File: src/rtl/lut_curve_loader_if.sv
// Write port from the curve loader into lut_table: one address/value pair per wr_stb.
interface lut_ctrl_if #(
    parameter int PX_WIDTH = 10
);
    logic [PX_WIDTH-1:0] orig_px;
    logic [PX_WIDTH-1:0] mod_px;
    logic                wr_stb;

    modport master (output orig_px, output mod_px, output wr_stb);
    modport slave  (input  orig_px, input  mod_px, input  wr_stb);
endinterface

File: src/rtl/lut_curve_loader.sv
// Fills lut_table with a clamped linear gain/offset curve, one entry per cycle.
// Define LUT_LOADER_FRAME_SYNC_EN to hold the rewrite until the next frame_end_i pulse.
module lut_curve_loader #(
    parameter int PX_WIDTH   = 10,
    parameter int GAIN_WIDTH = 12,
    parameter int FRAC_BITS  = 8
) (
    input  logic                         clk_i,
    input  logic                         rst_i,
    input  logic        [GAIN_WIDTH-1:0] cfg_gain_i,
    input  logic signed [PX_WIDTH:0]     cfg_offset_i,
    input  logic                         cfg_start_i,
    input  logic                         frame_end_i,
    output logic                         busy_o,
    output logic                         done_o,
    lut_ctrl_if.master                   lut_ctrl_o
);

    localparam int PROD_W = PX_WIDTH + GAIN_WIDTH;
    localparam int SUM_W  = PROD_W + 1;
    localparam logic        [PX_WIDTH-1:0] IDX_LAST = '1;
    localparam logic signed [SUM_W-1:0]    PX_MAX   = SUM_W'((1 << PX_WIDTH) - 1);

    typedef enum logic [2:0] {
        IDLE,
`ifdef LUT_LOADER_FRAME_SYNC_EN
        ARMED,
`endif
        WRITE,
        FLUSH,
        DONE
    } state_t;

    state_t state;
    state_t state_nxt;
    logic   accept;
    logic   issue;

    logic        [PX_WIDTH-1:0]   idx;
    logic        [GAIN_WIDTH-1:0] gain_sh;
    logic signed [PX_WIDTH:0]     offset_sh;

    logic                         vld_p1;
    logic        [PX_WIDTH-1:0]   idx_p1;
    logic        [PROD_W-1:0]     prod_p1;
    logic signed [SUM_W-1:0]      sum_p1;

    logic                         vld_p2;
    logic        [PX_WIDTH-1:0]   orig_p2;
    logic        [PX_WIDTH-1:0]   mod_p2;

    function automatic logic [PX_WIDTH-1:0] clamp_px(input logic signed [SUM_W-1:0] v);
        if (v < 0)
            return '0;
        else if (v > PX_MAX)
            return '1;
        else
            return v[PX_WIDTH-1:0];
    endfunction

`ifndef LUT_LOADER_FRAME_SYNC_EN
    logic unused_frame_end;
    assign unused_frame_end = frame_end_i;
`endif

    always_ff @(posedge clk_i or posedge rst_i) begin
        if (rst_i)
            state <= IDLE;
        else
            state <= state_nxt;
    end

    always_comb begin
        state_nxt = state;
        accept    = 1'b0;
        issue     = 1'b0;
        busy_o    = 1'b0;
        done_o    = 1'b0;
        case (state)
            IDLE: begin
                if (cfg_start_i) begin
                    accept = 1'b1;
`ifdef LUT_LOADER_FRAME_SYNC_EN
                    state_nxt = ARMED;
`else
                    state_nxt = WRITE;
`endif
                end
            end
`ifdef LUT_LOADER_FRAME_SYNC_EN
            ARMED: begin
                if (frame_end_i)
                    state_nxt = WRITE;
            end
`endif
            WRITE: begin
                issue  = 1'b1;
                busy_o = 1'b1;
                if (idx == IDX_LAST)
                    state_nxt = FLUSH;
            end
            FLUSH: begin
                // Last entry leaves stage 1 this cycle; it strobes next cycle.
                busy_o = 1'b1;
                if (!vld_p1)
                    state_nxt = DONE;
            end
            DONE: begin
                done_o    = 1'b1;
                state_nxt = IDLE;
            end
            default: state_nxt = IDLE;
        endcase
    end

    always_ff @(posedge clk_i or posedge rst_i) begin
        if (rst_i)
            idx <= '0;
        else if (issue)
            idx <= idx + PX_WIDTH'(1);
        else
            idx <= '0;
    end

    always_ff @(posedge clk_i) begin
        if (accept) begin
            gain_sh   <= cfg_gain_i;
            offset_sh <= cfg_offset_i;
        end
    end

    // Stage 1: scale the address by the shadowed gain
    always_ff @(posedge clk_i or posedge rst_i) begin
        if (rst_i)
            vld_p1 <= 1'b0;
        else
            vld_p1 <= issue;
    end

    always_ff @(posedge clk_i) begin
        idx_p1  <= idx;
        prod_p1 <= PROD_W'(idx) * PROD_W'(gain_sh);
    end

    assign sum_p1 = $signed({1'b0, prod_p1 >> FRAC_BITS})
                  + $signed({{(SUM_W - PX_WIDTH - 1){offset_sh[PX_WIDTH]}}, offset_sh});

    // Stage 2: offset, clamp and present the write to lut_table
    always_ff @(posedge clk_i or posedge rst_i) begin
        if (rst_i) begin
            vld_p2  <= 1'b0;
            orig_p2 <= '0;
            mod_p2  <= '0;
        end else begin
            vld_p2 <= vld_p1;
            if (vld_p1) begin
                orig_p2 <= idx_p1;
                mod_p2  <= clamp_px(sum_p1);
            end
        end
    end

    assign lut_ctrl_o.wr_stb  = vld_p2;
    assign lut_ctrl_o.orig_px = orig_p2;
    assign lut_ctrl_o.mod_px  = mod_p2;

endmodule

File: src/flat_wrapper.sv
// flat-port wrapper written by rule: the top's interface ports become plain ports
module lut_curve_loader_flat 
#(
    parameter int PX_WIDTH   = 10,
    parameter int GAIN_WIDTH = 12,
    parameter int FRAC_BITS  = 8
)
  (clk_i, rst_i, cfg_gain_i, cfg_offset_i, cfg_start_i, frame_end_i, busy_o, done_o, lut_ctrl_o_orig_px, lut_ctrl_o_mod_px, lut_ctrl_o_wr_stb);
  lut_ctrl_if #(.PX_WIDTH(PX_WIDTH)) lut_ctrl_o_i ();
  input  logic clk_i;
  input  logic rst_i;
  input  logic        [GAIN_WIDTH-1:0] cfg_gain_i;
  input  logic signed [PX_WIDTH:0] cfg_offset_i;
  input  logic cfg_start_i;
  input  logic frame_end_i;
  output logic busy_o;
  output logic done_o;
  output wire logic [$bits(lut_ctrl_o_i.orig_px)-1:0] lut_ctrl_o_orig_px;
  output wire logic [$bits(lut_ctrl_o_i.mod_px)-1:0] lut_ctrl_o_mod_px;
  output wire logic [$bits(lut_ctrl_o_i.wr_stb)-1:0] lut_ctrl_o_wr_stb;
  assign lut_ctrl_o_orig_px = lut_ctrl_o_i.orig_px;
  assign lut_ctrl_o_mod_px = lut_ctrl_o_i.mod_px;
  assign lut_ctrl_o_wr_stb = lut_ctrl_o_i.wr_stb;
  lut_curve_loader #(.PX_WIDTH(PX_WIDTH), .GAIN_WIDTH(GAIN_WIDTH), .FRAC_BITS(FRAC_BITS)) u_core (.clk_i(clk_i), .rst_i(rst_i), .cfg_gain_i(cfg_gain_i), .cfg_offset_i(cfg_offset_i), .cfg_start_i(cfg_start_i), .frame_end_i(frame_end_i), .busy_o(busy_o), .done_o(done_o), .lut_ctrl_o(lut_ctrl_o_i));
endmodule
File: config.mk
export PLATFORM = sky130hd
export DESIGN_NAME = lut_curve_loader_flat
export DESIGN_NICKNAME = d
export VERILOG_FILES = /design/src/rtl/lut_curve_loader_if.sv /design/src/rtl/lut_curve_loader.sv /design/src/flat_wrapper.sv
export SDC_FILE = /design/constraint.sdc
export NUM_CORES = 1
export LEC_CHECK = 0
export ABC_AREA = 1
export CAP_MARGIN = 10
export CELL_PAD_IN_SITES_DETAIL_PLACEMENT = 1
export CELL_PAD_IN_SITES_GLOBAL_PLACEMENT = 1
export CORE_ASPECT_RATIO = 0.7
export CORE_MARGIN = 8
export CORE_UTILIZATION = 42
export CTS_CLUSTER_DIAMETER = 30
export CTS_CLUSTER_SIZE = 14
export DETAILED_ROUTE_END_ITERATION = 10
export PLACE_DENSITY = 0.79
export SLEW_MARGIN = 10
export SYNTH_ARGS = -nofsm -noshare
export SYNTH_HDL_FRONTEND = slang
export SYNTH_SLANG_ARGS = --single-unit
export TNS_END_PERCENT = 5
File: constraint.sdc
create_clock -name clk_i -period 4.66 [get_ports clk_i]
set_input_delay 0.466 -clock clk_i [delete_from_list [all_inputs] [get_ports clk_i]]
set_output_delay 0.466 -clock clk_i [all_outputs]
set_load 0.01 [all_outputs]
Word-level counts from Yosys, hierarchy flattened
Cells that the tools add are included.
Word-level totals
  register bits: 90
  input bits: 27
Operators by class
  add/subtract/negate cells: 2
  $mul: 1
  magnitude comparators: 2
  eq/ne operators: 7
  multiplexer cells: 12
  reduce and logical (&&, ||, !) cells: 3
Operator list (number)
  $mux 10: 3
  $mul 10x12->22: 1
  $add 15x11->16: 1
  $gt 16x11->1 const B: 1
  $lt 16x1->1 const B: 1
  $add 10x1->10 const B: 1
  $eq 10x10->1 const B: 1
  $mux 3: 3
  $pmux 3 s3: 1
  $eq 3x2->1 const B: 2
  $mux 1: 5
  $ne 2x2->1 const B: 2
  $eq 3x1->1 const B: 1
  $logic_not 3->1: 1
  $reduce_and 3->1: 1
  $ne 2x1->1 const B: 1
  $reduce_or 2->1: 1

Longest topological paths before layout
  word-level depth: 4
  gate-level depth with buffers: 24

Worst setup path after synthesis
No wires, ideal clock.
  path type: flip-flop to flip-flop
  from: register u_core.idx[9]
  to: register u_core.prod_p1[18]
  library setup time: 0.112 ns
  arrival time: 4.762 ns
  data required time: 4.548 ns
  path slack: -0.214 ns
  cell stages (with the launch flop): 21
  path buffers: 1
  period minus slack after synthesis: 4.874 ns
  path through: dfrtp_1 -> clkbuf_1 -> nand2_1 -> fa_1 -> fa_1 -> inv_1 -> fa_1 -> fa_1 -> inv_1 -> fa_1 -> inv_1 -> ha_1 -> nand2_1 -> nor2_1 -> inv_1 -> nor4_2 -> a21oi_2 -> o21bai_2 -> nand3_1 -> nand3_1 -> nand2_1
Between the ends
  longest elaborated chain between the ends: 1
RTL lines
  start: declaration: line lut_curve_loader.sv:39  | logic [PX_WIDTH-1:0] idx;
  start signal: assignment: line lut_curve_loader.sv:120  | idx <= idx + PX_WIDTH'(1);
  $mul 10x12->22: line lut_curve_loader.sv:142  | prod_p1 <= PROD_W'(idx) * PROD_W'(gain_sh);
  end signal: assignment: line lut_curve_loader.sv:142
  end: declaration: line lut_curve_loader.sv:45  | logic [PROD_W-1:0] prod_p1;
No other way between the ends.
A chain may end at the register's enable or synchronous reset.

Worst setup path after layout
  from: register u_core.gain_sh[6]
  to: register u_core.prod_p1[16]
Between the ends
  longest elaborated chain between the ends: 1
RTL lines
  start: declaration: line lut_curve_loader.sv:40  | logic [GAIN_WIDTH-1:0] gain_sh;
  start signal: assignment: line lut_curve_loader.sv:127  | gain_sh <= cfg_gain_i;
  $mul 10x12->22: line lut_curve_loader.sv:142
No other way between the ends.

==> results.json <==
{
  "outcome": "finished with violations",
  "violations_in_the_final_reports": "setup timing",
  "clock_tree.root_cell": "clkbuf_16",
  "final_area_um2": 9480,
  "insertedDiodeCount": 0,
  "cts-buffers-inserted": 9,
  "timing.reg2reg.setup_slack_ns": -0.11,
  "synth_area_um2": 7620,
  "final_cell_mix": "nand2_1 (279), inv_1 (200), fa_1 (78)",
  "timing.hold.worst.class": "flip-flop to flip-flop",
  "core.rowCount": 41,
  "tritoncts": "done",
  "crit_buf_inv": 7,
  "place.detailed.instances": 1265,
  "drv_cap": 0,
  "path_depth": 20,
  "rsz_0062_raised_after_global_routing": "yes",
  "worst_hold_startpoint": "u_core.idx_p1[0]$_DFF_P_",
  "initialDrtViolationCount": 281,
  "totalWireLength_um": 21700,
  "post_dp_cell_area_um2": 8870,
  "final-setup-viol-count": 9,
  "grt_overflow": 0,
  "synthesized_area_per_cell_um2": 8.11,
  "die_width_um": 177,
  "hold_path_end": "u_core.lut_ctrl_o.orig_px[0]$_DFFE_PP0P_",
  "critPathMaxFanout": 3,
  "normalized_max_slew_margin": 0.616,
  "crit-reg2reg-capture": "u_core.prod_p1[16]$_DFF_P_",
  "cts.sink_count": 81,
  "timing.critical_path.slowest_stage_cell": "fa_1",
  "critical-path-top-delay-family": "adder cells",
  "areaGrowthSynthToFinish_pct": 24.4,
  "dr_total_vias": 6344,
  "synth_fp_nets": 1119,
  "wl_per_cell_um": 16.8,
  "gpl.final_weighted_congestion": 0.846,
  "timing.critical_path.cells": "buf_4 -> buf_4 -> nand2_2 -> fa_1 -> inv_1 -> fa_1 -> inv_1 -> fa_1 -> fa_1 -> inv_1 -> fa_1 -> ha_4 -> nand2_2 -> nor2_2 -> inv_1 -> nor4_4 -> a21oi_4 -> o21bai_4 -> buf_4 -> xor2_1",
  "num-nets-final": 1229,
  "final_max_slew_viol_count": 0,
  "cts.htree.levels": 3,
  "worstReg2RegStart": "u_core.gain_sh[6]$_DFFE_PP_",
  "layout_setup_ws_ns": -0.108,
  "layout.cells.non_filler": 1290,
  "synth_warnings": 0,
  "irDropWorstVdd_mv": 0.228,
  "clk-insertion-delay-late_ns": 0.35,
  "place_hpwl_um": 17200,
  "design.portCount": 50,
  "yosys.cell_types.count": 41,
  "worst_r2r_path_depth": 20,
  "critical-path-top-cell-by-count": "fa_1",
  "p_leak_nw": 5.31,
  "grt_antenna_before_repair": 0,
  "period_needed_ns": 4.77,
  "post-route-period-util": 1.02,
  "drtPass1Iterations": 4,
  "mostFrequentLayoutCell": "nand2_1",
  "die-height_um": 129,
  "crit_arrival_ns": 5.04,
  "powerDensity_nw_per_um2": 264,
  "floorplan.initialDensity": 0.426,
  "crit_path_end_kind": "flip-flop",
  "startpoint_type": "flip-flop",
  "grt_first_pass_wirelength_um": 35800,
  "grtUsageTotal": 0.199,
  "netlist_instances": 939,
  "cts_max_path_buffers": 2,
  "cp_class": "flip-flop to flip-flop",
  "clk_transition_reported_paths_ns": 0.07,
  "max_slew.worst_pin.slew_ns": 0.577,
  "worst_ep_required_time_ns": 4.94,
  "total_of_buffers_placed_on_input_and_output_ports": 48,
  "core-area_um2": 17900,
  "post_route_cells_drive_above_1_share": 0.176,
  "layout.filler_cells": 2139,
  "vias_in_the_first_global_route": 7010,
  "max_clock_freq_mhz": 210,
  "die_footprint_um2": 22800,
  "sequential_area_share_after_synthesis": 0.265,
  "drc": 0,
  "min_delay_path_depth": 2,
  "ys_ff_latch": 81,
  "ant_nets": 0,
  "viasPerCell": 4.92,
  "report.final.hold_viol_count": 0,
  "grt_start_max_net_pins": 35,
  "final.setup_skew_ns": 0.00708,
  "critical_path.max_stage_delay_ns": 0.53
}
[routing by layer]
metal | share of wire | track usage
met3 | 0.042 | 0.0351
met1 | 0.47 | 0.265
met5 | 0 | 0
met2 | 0.47 | 0.329
met4 | 0.017 | 0.0582
[metrics by stage]
step	worst slack [ns]	TNS, ns	utilization	hold slack, ns	power, W
after floorplan	0.0149	0	-	0.362	0.00141
after global placement	-0.213	-1.35	0.496	0.412	0.00174
after detailed placement	-0.361	-2.51	0.496	0.419	0.00178
after CTS	-0.0710	-0.310	0.523	0.425	0.00252
after global routing	-0.275	-2.37	0.529	0.452	0.00264
final	-0.108	-0.582	0.529	0.425	0.00250
[Yosys cell counts]
| cell | number | area, um^2 |
|---|---|---|
| nand4_1 | 5 | 31.3 |
| a21oi_2 | 2 | 17.5 |
| a21oi_1 | 31 | 155 |
| o21ai_0 | 17 | 85.1 |
| nor2_1 | 27 | 101 |
| clkbuf_1 | 20 | 75.1 |
| a21o_1 | 1 | 7.51 |
| nand2_1 | 290 | 1090 |
| o21bai_2 | 2 | 22.5 |
| xor2_1 | 12 | 105 |
| ha_1 | 75 | 938 |
| nor3b_2 | 1 | 12.5 |
| inv_2 | 4 | 15.0 |
| nand3b_4 | 1 | 20.0 |
| o2111ai_2 | 1 | 15.0 |
| o21a_1 | 2 | 15.0 |
| a211oi_1 | 2 | 15.0 |
| buf_2 | 1 | 5.00 |
| o21ai_1 | 4 | 20.0 |
| nand3_2 | 1 | 10.0 |
| nand2_2 | 9 | 56.3 |
| nand2_4 | 1 | 11.3 |
| nor4_2 | 1 | 12.5 |
| a31oi_1 | 3 | 18.8 |
| xnor2_1 | 11 | 96.3 |
| nor4_1 | 2 | 12.5 |
| clkbuf_2 | 1 | 5.00 |
| dfxtp_1 | 24 | 480 |
| edfxtp_1 | 23 | 691 |
| fa_1 | 78 | 1560 |
| dfrtp_1 | 34 | 851 |
| nor2_4 | 2 | 22.5 |
| a21oi_4 | 2 | 32.5 |
| nand3_1 | 21 | 105 |
| o21bai_1 | 2 | 15.0 |
| inv_1 | 205 | 769 |
| buf_1 | 4 | 15.0 |
| nand3_4 | 1 | 17.5 |
| and2_1 | 2 | 12.5 |
| nor3_1 | 8 | 40.0 |
| nor2_2 | 6 | 37.5 |
[cells by family (layout without fill, tap and decap cells)]
family,count (synthesis),after routing,share of synthesized area
DFF,81,81,0.265
xor gates and xnor gates,23,23,0.0264
adders and majority gates,153,153,0.328
AOI/OAI and AO/OA,69,69,0.0550
and+or+nand+nor,378,378,0.209
buffers and inverters,235,350,0.116
[timing repair]
| item | 4_1_cts | 5_1_grt |
|---|---|---|
| endpoints found under the setup margin | 12 | 14 |
| pin swaps | 21 | 5 |
| hold buffers | 0 | 0 |
| gates cloned | 0 | 0 |
| resized for setup | 39 | 23 |
| setup buffers | 8 | 1 |
[power breakdown]
group	internal, W	total (W)	switching, W
combinational	0.000372	0.000854	0.000482
clock	0.000367	0.000696	0.000329
sequential	0.000850	0.000955	0.000104
[worst reg2reg max path, stage by stage, from the launching register on]
cell and delay (ns):
edfxtp_1 0.39, buf_4 0.15, buf_4 0.11, nand2_2 0.06, fa_1 0.53, inv_1 0.06, fa_1 0.49, inv_1 0.05
fa_1 0.47, fa_1 0.49, inv_1 0.05, fa_1 0.48, ha_4 0.31, nand2_2 0.07, nor2_2 0.12, inv_1 0.08
nor4_4 0.23, a21oi_4 0.12, o21bai_4 0.15, buf_4 0.13, xor2_1 0.15
[registers in the layout (all words and copies together) (netlist names)]
name and cells:
u_core.prod_p1 14, u_core.vld_p1 1, u_core.state 2, u_core.idx 10
u_core.lut_ctrl_o.orig_px 10, u_core.lut_ctrl_o.mod_px 10, u_core.gain_sh 12, u_core.idx_p1 10
u_core.lut_ctrl_o.wr_stb 1, u_core.offset_sh 11
[layout make-up]
class | instances | area (um^2) | area share
Clock inverter | 7 | 53.8 | 0.00568
Inverter | 209 | 785 | 0.0828
Clock buffer | 9 | 225 | 0.0238
Tap cell | 236 | 295 | 0.0312
Multi-Input combinational cell | 623 | 5010 | 0.529
Sequential cell | 81 | 2030 | 0.214
Timing Repair Buffer | 125 | 1070 | 0.113
[worst max-delay path by stage]
stage                                            end  slack (ns)                         from
after floorplan           u_core.prod_p1[18]$_DFF_P_        0.01      u_core.idx[2]$_DFF_PP0_
after global placement    u_core.prod_p1[18]$_DFF_P_       -0.21  u_core.gain_sh[6]$_DFFE_PP_
after detailed placement  u_core.prod_p1[16]$_DFF_P_       -0.36  u_core.gain_sh[6]$_DFFE_PP_
after CTS                 u_core.prod_p1[16]$_DFF_P_       -0.07  u_core.gain_sh[6]$_DFFE_PP_
after global routing      u_core.prod_p1[18]$_DFF_P_       -0.27  u_core.gain_sh[6]$_DFFE_PP_
final                     u_core.prod_p1[16]$_DFF_P_       -0.11  u_core.gain_sh[6]$_DFFE_PP_
(Power assumes the default switching activity.)
